==> src/rtl/hazard_ctrl_pkg.sv <==
// Shared definitions for the pipeline hazard sequencer: state encoding,
// per-stage stall/flush masks, counter widths and saturating counter helpers.
// Stage bit map for every mask: [0]=PC, [1]=IF/ID, [2]=ID/EX, [3]=EX/MEM.
package hazard_ctrl_pkg;

  localparam int REG_W  = 5;
  localparam int MCNT_W = 4;   // holds MC_LAT-1, MC_LAT up to 15
  localparam int TCNT_W = 8;   // holds MEM_TIMEOUT, up to 255
  localparam int PERF_W = 16;

  typedef enum logic [1:0] {
    STATE_RUN      = 2'd0,
    STATE_MEM_WAIT = 2'd1,
    STATE_MULTI    = 2'd2
  } state_e;

  localparam logic [3:0] STALL_LOADUSE = 4'b0011;
  localparam logic [3:0] FLUSH_LOADUSE = 4'b0100;
  localparam logic [3:0] FLUSH_BRANCH  = 4'b0110;
  localparam logic [3:0] STALL_ALL     = 4'b1111;
  localparam logic [3:0] STALL_MC      = 4'b0111;
  localparam logic [3:0] FLUSH_MC      = 4'b1000;
  localparam logic [3:0] FLUSH_ALL     = 4'b1111;

  // Down-counter that floors at zero instead of wrapping.
  function automatic logic [MCNT_W-1:0] mcnt_dec(input logic [MCNT_W-1:0] v);
    return (v == '0) ? v : v - MCNT_W'(1);
  endfunction

  // Wait-cycle counter that holds at all-ones instead of wrapping.
  function automatic logic [TCNT_W-1:0] tcnt_inc(input logic [TCNT_W-1:0] v);
    return (v == '1) ? v : v + TCNT_W'(1);
  endfunction

  // Performance counter that saturates at all-ones.
  function automatic logic [PERF_W-1:0] perf_inc(input logic [PERF_W-1:0] v);
    return (v == '1) ? v : v + PERF_W'(1);
  endfunction

endpackage

==> src/rtl/hazard_ctrl_load_use_detect.sv <==
// Load-use hazard detector: the load in EX writes a register the
// instruction in ID reads. Register 0 never creates a hazard.
module hazard_ctrl_load_use_detect
  import hazard_ctrl_pkg::*;
(
  input  logic             ex_memread,
  input  logic [REG_W-1:0] ex_rt,
  input  logic [REG_W-1:0] id_rs,
  input  logic [REG_W-1:0] id_rt,
  output logic             hazard
);

  assign hazard = ex_memread && (ex_rt != '0) &&
                  ((ex_rt == id_rs) || (ex_rt == id_rt));

endmodule

==> src/rtl/hazard_ctrl.sv <==
// Pipeline sequencer: produces per-stage stall_C/flush_C from the registered
// FSM state plus this cycle's hazard inputs, with no added latency.
// Priority: exc_req > memory wait > multi-cycle op > taken branch > load-use.
module hazard_ctrl
  import hazard_ctrl_pkg::*;
#(
  parameter int MC_LAT      = 4,
  parameter int MEM_TIMEOUT = 16
) (
  input  logic              clk,
  input  logic              rst,
  input  logic [REG_W-1:0]  id_rs,
  input  logic [REG_W-1:0]  id_rt,
  input  logic              ex_memread,
  input  logic [REG_W-1:0]  ex_rt,
  input  logic              branch_taken,
  input  logic              exc_req,
  input  logic              mc_start,
  input  logic              mem_req,
  input  logic              mem_ready,
  output logic [3:0]        stall_C,
  output logic [3:0]        flush_C,
  output logic              busy,
  output logic              err_timeout,
  output logic [PERF_W-1:0] stall_cycles
);

  localparam logic [MCNT_W-1:0] MC_INIT = MCNT_W'(MC_LAT - 1);
  localparam logic [TCNT_W-1:0] TMO     = TCNT_W'(MEM_TIMEOUT);

  state_e              state_q, state_d;
  logic [MCNT_W-1:0]   mcnt_q, mcnt_d;
  logic [TCNT_W-1:0]   tcnt_q, tcnt_d;
  logic [PERF_W-1:0]   stall_cycles_q, stall_cycles_d;

  logic       load_use;
  logic       mem_stall;
  logic [3:0] stall_c;
  logic [3:0] flush_c;
  logic       tmo;

  hazard_ctrl_load_use_detect u_load_use (
    .ex_memread (ex_memread),
    .ex_rt      (ex_rt),
    .id_rs      (id_rs),
    .id_rt      (id_rt),
    .hazard     (load_use)
  );

  assign mem_stall = mem_req && !mem_ready;

  // Next-state, counter updates and the stall/flush decision for this cycle.
  always_comb begin
    state_d        = state_q;
    mcnt_d         = mcnt_q;
    tcnt_d         = tcnt_q;
    stall_cycles_d = stall_cycles_q;
    stall_c        = '0;
    flush_c        = '0;
    tmo            = 1'b0;

    if (exc_req) begin
      // Restart: squash everything, abandon any wait or multi-cycle op.
      flush_c = FLUSH_ALL;
      state_d = STATE_RUN;
      mcnt_d  = '0;
      tcnt_d  = '0;
    end else begin
      case (state_q)
        STATE_RUN: begin
          if (mem_stall) begin
            stall_c = STALL_ALL;
            state_d = STATE_MEM_WAIT;
            tcnt_d  = TCNT_W'(1);
          end else if (mc_start) begin
            stall_c = STALL_MC;
            flush_c = FLUSH_MC;
            state_d = STATE_MULTI;
            mcnt_d  = MC_INIT;
          end else if (branch_taken) begin
            // The ID instruction is squashed, so a load-use on it is moot.
            flush_c = FLUSH_BRANCH;
          end else if (load_use) begin
            stall_c = STALL_LOADUSE;
            flush_c = FLUSH_LOADUSE;
          end
        end

        STATE_MEM_WAIT: begin
          // A multi-cycle op interrupted by the wait keeps counting down.
          mcnt_d = mcnt_dec(mcnt_q);
          if (mem_ready || (tcnt_q >= TMO)) begin
            tmo     = !mem_ready;
            tcnt_d  = '0;
            state_d = (mcnt_q != '0) ? STATE_MULTI : STATE_RUN;
          end else begin
            stall_c = STALL_ALL;
            tcnt_d  = tcnt_inc(tcnt_q);
          end
        end

        STATE_MULTI: begin
          mcnt_d = mcnt_dec(mcnt_q);
          if (mem_stall) begin
            stall_c = STALL_ALL;
            state_d = STATE_MEM_WAIT;
            tcnt_d  = TCNT_W'(1);
          end else if (mcnt_q == '0) begin
            state_d = STATE_RUN;
          end else begin
            stall_c = STALL_MC;
            flush_c = FLUSH_MC;
          end
        end

        default: begin
          state_d = STATE_RUN;
          mcnt_d  = '0;
          tcnt_d  = '0;
        end
      endcase
    end

    if (stall_c[0]) begin
      stall_cycles_d = perf_inc(stall_cycles_q);
    end
  end

  // State and counter registers with synchronous reset.
  always_ff @(posedge clk) begin
    if (rst) begin
      state_q        <= STATE_RUN;
      mcnt_q         <= '0;
      tcnt_q         <= '0;
      stall_cycles_q <= '0;
    end else begin
      state_q        <= state_d;
      mcnt_q         <= mcnt_d;
      tcnt_q         <= tcnt_d;
      stall_cycles_q <= stall_cycles_d;
    end
  end

  // Outputs are held quiet while reset is asserted so no stall leaks out.
  always_comb begin
    stall_C      = rst ? 4'b0000 : stall_c;
    flush_C      = rst ? 4'b0000 : flush_c;
    err_timeout  = !rst && tmo;
    busy         = !rst && (state_q != STATE_RUN);
    stall_cycles = stall_cycles_q;
  end

endmodule

==> config.mk <==
export PLATFORM = sky130hd
export DESIGN_NAME = hazard_ctrl
export DESIGN_NICKNAME = d
export VERILOG_FILES = /design/src/rtl/hazard_ctrl_pkg.sv /design/src/rtl/hazard_ctrl_load_use_detect.sv /design/src/rtl/hazard_ctrl.sv
export SDC_FILE = /design/constraint.sdc
export NUM_CORES = 1
export LEC_CHECK = 0
export ABC_AREA = 1
export BUFFER_PORTS_ARGS = -buffer_cell sky130_fd_sc_hd__buf_4
export CAP_MARGIN = 20
export CORE_ASPECT_RATIO = 1.1
export CORE_MARGIN = 1
export CORE_UTILIZATION = 49
export DETAILED_ROUTE_END_ITERATION = 8
export GPL_ROUTABILITY_DRIVEN = 0
export GPL_TIMING_DRIVEN = 1
export PLACE_DENSITY = 0.89
export RECOVER_POWER = 100
export SYNTH_ARGS = -nofsm -noshare
export SYNTH_HDL_FRONTEND = slang
export SYNTH_SLANG_ARGS = --single-unit
==> constraint.sdc <==
create_clock -name clk -period 1.5 [get_ports clk]
set_input_delay 0.15 -clock clk [delete_from_list [all_inputs] [get_ports clk]]
set_output_delay 0.15 -clock clk [all_outputs]
set_load 0.02 [all_outputs]
Yosys cells after proc, flatten, opt, wreduce, memory -nomap -nowiden
Index checks and enable logic that the tools add are counted.
{"block": "word_totals", "out_inout_bits": 26, "input_bits": 23, "regBits": 30, "word_cells": 81}
{"block": "op_classes", "magnitude_cmp": 1, "muxes": 37, "eq_ne": 14, "bitwise_logic": 1, "reduce_logical": 21, "addsub": 3}
{"cell": "two-way mux 4 bit", "count": 14}
{"cell": "two-way mux 8 bit", "count": 3}
{"cell": "adder 16 x 1 -> 16 bit, second input constant", "count": 1}
{"cell": "== test 16 bit, second input constant", "count": 1}
{"cell": "two-way mux 2 bit", "count": 8}
{"cell": "one-hot mux 4 bit (2 select lines)", "count": 2}
{"cell": "one-hot mux 8 bit (2 select lines)", "count": 1}
{"cell": "two-way mux 3 bit", "count": 4}
{"cell": "one-hot mux 4 bit (3 select lines)", "count": 1}
{"cell": "== test 5 bit", "count": 2}
{"cell": "!= test 3 bit, second input constant", "count": 3}
{"cell": "adder 8 x 1 -> 8 bit, second input constant", "count": 1}
{"cell": "== test 8 bit, second input constant", "count": 1}
{"cell": "greater-or-equal comparator 8 x 5 -> 1 bit, second input constant", "count": 1}
{"cell": "!= test 2 bit, second input constant", "count": 4}
{"cell": "one-hot mux 2 bit (3 select lines)", "count": 1}
{"cell": "AND reduction 3 bit", "count": 2}
{"cell": "OR reduction 2 bit", "count": 3}
{"cell": "logical AND 1 bit", "count": 5}
{"cell": "nonzero test 5 bit", "count": 1}
{"cell": "logical NOT 4 bit", "count": 1}
{"cell": "AND reduction 2 bit", "count": 2}
{"cell": "nonzero test 4 bit", "count": 1}
{"cell": "subtractor 4 x 1 -> 4 bit, second input constant", "count": 1}
{"cell": "other kinds (9)", "count": 13}

Longest topological paths before layout
Gate-level depths: netlist of run 1.
{"block": "depth", "depth_word": 10, "depth_mapped": 12, "depth_no_buf": 11}

Hierarchy
Synthesis of run 1 repeated with hierarchy kept, for this count alone.
{"block": "hier_totals", "cells_unflattened": 336, "area_unflattened_um2": 2159.6}
{"module": "hazard_ctrl", "seq_area_each_um2": 600.6, "instances": 1, "area_each_um2": 1964.4, "cells_each": 291}
{"module": "hazard_ctrl_load_use_detect", "seq_area_each_um2": 0.0, "instances": 1, "area_each_um2": 195.2, "cells_each": 45}

Worst setup path after synthesis of run 1
OpenSTA, ideal clock, no wires.
{"block": "synth_path", "path_kind": "register -> register", "start": "register stall_cycles_q[0], in the netlist stall_cycles[0]", "end": "register stall_cycles_q[0], in the netlist stall_cycles[0]", "path_buffers": 1, "synth_period_minus_slack_ns": 1.772, "required_time_ns": 1.385, "stages_incl_launch_ff": 9, "t_arrival_ns": 1.657, "setup_ns": 0.115, "setup_slack_ns": -0.272, "cell_sequence": "dfxtp_1 > ha_1 > nor3b_2 > nand2_2 > nor2_4 > a21oi_4 > buf_2 > a21oi_1 > nor2_1"}
{"block": "synth_between", "elab_chain_len": 3, "elab_cells_between_ends": 4, "cone_classes": "add/sub: 1; eq/ne: 1; bitwise: 1; reduce/logical: 1"}
{"item": "from (decl)", "line_no": "hazard_ctrl.sv:34", "source": "logic [PERF_W-1:0] stall_cycles_q, stall_cycles_d;"}
{"item": "from (signal assigned)", "line_no": "hazard_ctrl.sv:140", "source": "stall_cycles_q <= stall_cycles_d;"}
{"item": "parallel branches: the longest is 3 deep, another holds adder 16 x 1 -> 16 bit"}
Several ways; the timed one is not identified.
A chain may end at the register's enable or synchronous reset.

Final worst setup path of run 1
{"block": "layout_path", "start": "register state_q[1]", "end": "output stall_C[1]"}
{"block": "layout_between", "elab_chain_len": 4, "elab_cells_between_ends": 6, "cone_classes": "eq/ne: 2; mux: 3; reduce/logical: 1"}
{"item": "from (decl)", "line_no": "hazard_ctrl.sv:31", "source": "state_e state_q, state_d;"}
{"item": "from (signal assigned)", "line_no": "hazard_ctrl.sv:137", "source": "state_q <= state_d;"}
{"item": "== test 2 bit (tied with other cells)", "line_no": "hazard_ctrl.sv:69", "source": "case (state_q)"}
{"item": "one-hot mux 4 bit (3 select lines) (*)", "line_no": "hazard_ctrl.sv:69"}
{"item": "two-way mux 4 bit (*)", "line_no": "hazard_ctrl.sv:62", "source": "if (exc_req) begin"}
{"item": "two-way mux 4 bit (*)", "line_no": "hazard_ctrl.sv:146", "source": "stall_C = rst ? 4'b0000 : stall_c;"}
{"item": "to (decl)", "line_no": "hazard_ctrl.sv:21", "source": "output logic [3:0] stall_C,"}
Mark *: on every way between the ends. The rest lies on a longest branch, timed or not.

==> flow_summary.toml, run 1 <==
[sta]
min_period_ns = 1.78
setup_viol = 37
setup-tns-final_ns = -5.41
hold_viol = 0
rsz0062_at_grt = "yes"
relSlewSlack = 0.770
skew_ns = 0.00315
final_max_slew_viol_count = 0
fmax_mhz = 563
setup_ws_ns = -0.276
period_share = 1.18
worstMarginPinSlew_ns = 0.343

[final_layout]
drive_above_1_share = 0.406
nets = 451
mostFrequentLayoutCells = "buf_4, nand2_1, inv_1"
final_area_sq_mm = 0.00326
layout_commonest_cell = "buf_4"
antennaDiodeCount = 0
area_growth_pct = 56.1

[critical_path]
reg2reg_from = "state_q[1]"
crit_type = "reg -> out"
reg2reg_to = "stall_cycles[9]"
worstSetupStartpointType = "flip-flop"
worst-path-max-fanout = 3
r2r_slack_ns = -0.21
reg2reg_depth = 12
required_ns = 1.35
cp.arrival_ns = 1.63
end_kind = "primary output"

[pwr]
report.power.total_w = 0.00246
ir_drop_v = 0.000759
p_leak_nw = 1.42
power_density_mw_per_mm2 = 753

[grt]
grt_pass1_wl_microns = 11400
grt.total_usage = 0.326
grt_pass1_vias = 2584
grt-ovfl-total = 0
antenna_found_initial = 0
grt_max_degree = 21

[cts]
holdBufCountCts = 0
cts.sinks = 30
cts_buffers = 5
clk_pin_slew_ns = 0.06
htreeDepth = 2
clk_latency_ns = 0.29
clockBufferDepth = 2
root_buffer = "clkbuf_8"
cts_tree = "done"

[yosys]
yosysUniqueCellTypes = 34
syn_area_sq_mm = 0.00209
async_reset_ff_frac = 0
yosys_warnings = 0
synthesis.nets = 348
netlist_instances = 315
synth_edf_count = 0
ys_ff_latch = 30
synth_ff_type = "dfxtp_1"
yosysSeqAreaShare = 0.287
syn_avg_cell_area_sq_um = 6.64

[outcome]
status = "finished, violations left"
violations = "setup timing"

[run]
cap_viol_max_count = 0

[place]
hpwlAfterDp_microns = 4630
place_area_sq_mm = 0.00286
numPortBuffers = 48

[min_path]
hold-path-cell-count = 5
hold_class = "in -> reg"
worstHoldEndpoint = "state_q[1]"
hp-start = "exc_req"

[floorplanning]
die_w_microns = 64.3
die_area_sq_mm = 0.00453
start_util = 0.520
die_y_microns = 70.5
core_sq_mm = 0.00402
pin_count = 49
num_rows = 24

[detailed_routing]
antenna_left = 0
drt-total-wl_microns = 8100
wl_per_cell_microns = 17.2
wl_met3_microns = 594
drt_iter0_markers = 294
firstDrtPassIters = 5
drc_errors = 0
vias = 2779
top_layer = "met4"
met1_length_microns = 2860
wl_met2_microns = 4090
vias_per_cell = 5.90
==> power by group <==
part / total, W / switching (W) / internal [W]
logic: 0.000860 / 0.000480 / 0.000380
clock network: 0.000752 / 0.000331 / 0.000421
registers: 0.000847 / 0.0000277 / 0.000819
==> through the flow <==
| stage | utilization | setup slack, ns | hold slack (ns) | std cells |
|---|---|---|---|---|
| 5_1_grt | 0.811 | -0.322 | 0.304 | 471 |
| 4_1_cts | 0.775 | -0.233 | 0.269 | 463 |
| 3_5_place_dp | 0.710 | -0.127 | 0.439 | 451 |
| 2_1_floorplan | - | -0.0850 | 0.361 | 315 |
| 3_3_place_gp | 0.710 | -0.0318 | 0.430 | 451 |
| 6_report | 0.811 | -0.276 | 0.286 | 471 |
==> cell type report <==
type	count	area, sq um
Tap cell	52	65.1
Multi-Input combinational cell	228	1510
Fill cell	250	759
Clock buffer	6	93.8
Inverter	52	203
Sequential cell	30	617
Clock inverter	2	10.0
Timing Repair Buffer	101	771
==> critical path, stage by stage (launching register included) <==
cell and delay, ns:
dfxtp_4 0.36, inv_4 0.08, ha_4 0.15, inv_4 0.04, nor2_4 0.08, nand2_2 0.09
nand2_2 0.09, nor2_4 0.04, buf_6 0.12, a21oi_4 0.14, buf_6 0.14
==> worst max path at each step <==
stage,cells past startpoint,to,start
2_1_floorplan,8,stall_cycles[0],stall_cycles[8]
3_3_place_gp,8,mcnt_q[3],state_q[0]
3_5_place_dp,9,mcnt_q[3],mcnt_q[1]
4_1_cts,10,stall_C[0],state_q[1]
5_1_grt,8,flush_C[2],state_q[0]
6_report,10,stall_C[1],state_q[1]
==> cells in the mapped netlist, types with 2 or more instances <==
master | instances | area share
o21ai_0 | 12 | 0.029
o21ai_1 | 2 | 0.0048
nor2_1 | 32 | 0.057
dfxtp_1 | 30 | 0.29
nand2_1 | 64 | 0.11
xnor2_1 | 4 | 0.017
a21oi_2 | 10 | 0.042
nand3b_1 | 2 | 0.0072
inv_2 | 3 | 0.0054
nor3_1 | 9 | 0.022
nand3_1 | 32 | 0.077
clkinv_1 | 2 | 0.0036
nand4_1 | 4 | 0.012
a31oi_1 | 2 | 0.0060
ha_1 | 10 | 0.060
xor2_1 | 13 | 0.054
a21oi_1 | 18 | 0.043
nand2_2 | 2 | 0.0060
inv_1 | 47 | 0.084
buf_2 | 2 | 0.0048
a211oi_1 | 2 | 0.0072
==> logic make-up (layout without fill, tap and decap cells) <==
family	after synthesis	after routing	share of synthesized area
buf+inv	58	161	0.111
simple gates	151	152	0.323
xor+xnor	17	17	0.0712
compound gates	49	49	0.148
flops	30	30	0.287
fa+ha+maj	10	10	0.0598
==> state kept, by name, summed over array words and instances (netlist names) <==
register and cells:
stall_cycles 16, mcnt_q 4, tcnt_q 8, state_q 2
==> routing by layer <==
metal	vias up	global-route usage
met5	-	0
met4	0	0.220
met3	65	0.0752
met2	199	0.584
met1	1298	0.330
li1	1217	-
==> repair_timing <==
action / 4_1_cts / 5_1_grt
cloned: 0 / 1
pin swaps: 12 / 8
buffers inserted: 4 / 7
gates resized for setup: 34 / 39
endpoints found under the setup margin: 37 / 38
(Power assumes the default switching activity.)
==> inputs of run 2 (changes only) <==
CORE_ASPECT_RATIO = 0.5   (was 1.1)
CORE_UTILIZATION = 35   (was 49)
PLACE_DENSITY = 0.7   (was 0.89)
SLEW_MARGIN = 25   (was default)
==> flow_summary.toml, run 2 (synthesized netlist as in run 1, its figures left out) <==
[outcome]
status = "finished, violations left"
violations = "DRC, setup timing"

[final_layout]
final_area_sq_mm = 0.00313
area_growth_pct = 49.5
fillers = 529
final_cells = 482
drive_above_1_share = 0.342
nets = 441
ff_latch_area_sq_um = 609
antennaDiodeCount = 0
layout_commonest_cell = "buf_4"
multi_input_comb_area_sq_mm = 0.00140
largest_reg_flops = 16
mostFrequentLayoutCells = "buf_4, nand2_1, inv_1"
final_util = 0.557

[cts]
clk_latency_ns = 0.28
htreeDepth = 2
root_buffer = "clkbuf_16"
cts_tree = "done"
holdBufCountCts = 0
clockBufferDepth = 2
clk_pin_slew_ns = 0.05
cts.sinks = 30
cts_buffers = 5

[sta]
worstMarginPinSlew_ns = 0.536
setup_ws_ns = -0.245
rsz0062_at_grt = "yes"
hold_viol = 0
fmax_mhz = 573
skew_ns = 0.00406
period_share = 1.16
relSlewSlack = 0.643
min_period_ns = 1.74
setup_viol = 30
final_max_slew_viol_count = 0

[pwr]
ir_drop_v = 0.000472
clkPwrFrac = 0.406
p_sw_w = 0.000755
p_int_w = 0.00179
report.power.total_w = 0.00254
sw_frac_of_total = 0.297
power_density_mw_per_mm2 = 813
share_comb_of_total_power = 0.263
pwr-share-seq = 0.331
p_leak_nw = 1.37

[critical_path]
worstSetupStartpointType = "flip-flop"
r2r_slack_ns = -0.17
reg2reg_depth = 12
critPathBufInv = 5
cp.arrival_ns = 1.59
timing.critical_path.mode_cell = "buf_4"
cp_cell_sequence = "inv_4 > ha_4 > inv_2 > nor2_1 > nand2_1 > buf_4 > buf_6 > a21oi_2 > buf_4"
end_kind = "primary output"
required_ns = 1.35
crit_type = "reg -> out"
cpPeakStageDelay_ns = 0.35
reg2reg_to = "stall_cycles[3]"
reg2reg_from = "state_q[1]"
path_delay_family = "buffers and inverters"
worst-path-max-fanout = 3
cp_slowest_cell = "dfxtp_4"

[floorplanning]
die_w_microns = 111
num_rows = 19
die_y_microns = 56.7
die_area_sq_mm = 0.00631
core_sq_mm = 0.00561
pin_count = 49
start_util = 0.373

[grt]
grt-ovfl-total = 0
grt_max_degree = 21
antenna_found_initial = 0
grt.total_usage = 0.184
grt_pass1_vias = 2146
grt_pass1_wl_microns = 9350

[min_path]
hp-start = "exc_req"
hold_class = "in -> reg"
worstHoldEndpoint = "tcnt_q[2]"
hold-path-cell-count = 4

[place]
hpwlAfterDp_microns = 4110
place_area_sq_mm = 0.00285
place_inst = 468
numPortBuffers = 48

[detailed_routing]
vias = 2253
drc_errors = 4
vias_per_cell = 4.67
wl_per_cell_microns = 11.3
drt-total-wl_microns = 5460
antenna_left = 0
firstDrtPassIters = 6
drt_iter0_markers = 125

[run]
cap_viol_max_count = 0
run 2: worst min-delay path, delay by kind of cell:
| family | cells | cell delay (ns) |
|---|---|---|
| simple gates | 3 | 0.26 |
| buf+inv | 1 | 0.08 |
run 2: metal layers:
| metal | part of all wire | GRT usage | up-vias |
|---|---|---|---|
| li1 | - | - | 1199 |
| met1 | 0.48 | 0.221 | 1023 |
| met2 | 0.49 | 0.334 | 26 |
| met3 | 0.026 | 0.0432 | 5 |
| met4 | 0.0077 | 0.0483 | 0 |
| met5 | 0 | 0 | - |
run 2: layout make-up:
class / instances / share of cell area
repair buffers: 92 / 0.218
multi-input cells: 227 / 0.446
clock buffers: 6 / 0.0444
inverters: 52 / 0.0633
well taps: 73 / 0.0292
flip-flops and latches: 30 / 0.195
clock inverters: 2 / 0.00400
run 2: power by group through the flow:
stage / registers, W / clock network [W] / logic, W
after global placement: 0.000859 / 0 / 0.000572
after CTS: 0.000842 / 0.00105 / 0.000623
after global routing: 0.000845 / 0.00108 / 0.000736
after floorplan: 0.000863 / 0 / 0.000318
after detailed placement: 0.000860 / 0 / 0.000576
final: 0.000842 / 0.00103 / 0.000669
run 2: stage by stage:
stage	TNS, ns	setup slack (ns)	hold slack [ns]
5_1_grt	-7.61	-0.325	0.318
2_1_floorplan	-1.02	-0.0850	0.361
6_report	-4.08	-0.245	0.270
4_1_cts	-3.02	-0.231	0.259
3_5_place_dp	-1.02	-0.0932	0.435
3_3_place_gp	-0.0604	-0.0190	0.430
run 2: worst max-delay path by stage:
stage / startpoint / end / slack, ns / cells after the start
after CTS: state_q[1] / stall_C[1] / -0.23 / 10
after detailed placement: state_q[0] / mcnt_q[3] / -0.09 / 8
final: state_q[1] / stall_C[3] / -0.24 / 9
after floorplan: stall_cycles[8] / stall_cycles[0] / -0.08 / 8
after global placement: state_q[0] / mcnt_q[3] / -0.02 / 8
after global routing: state_q[1] / stall_C[0] / -0.33 / 10
run 2: what timing repair did:
item,4_1_cts,5_1_grt
setup endpoints to repair,30,35
pin swaps,5,10
buffers inserted,2,4
gates resized for setup,17,24
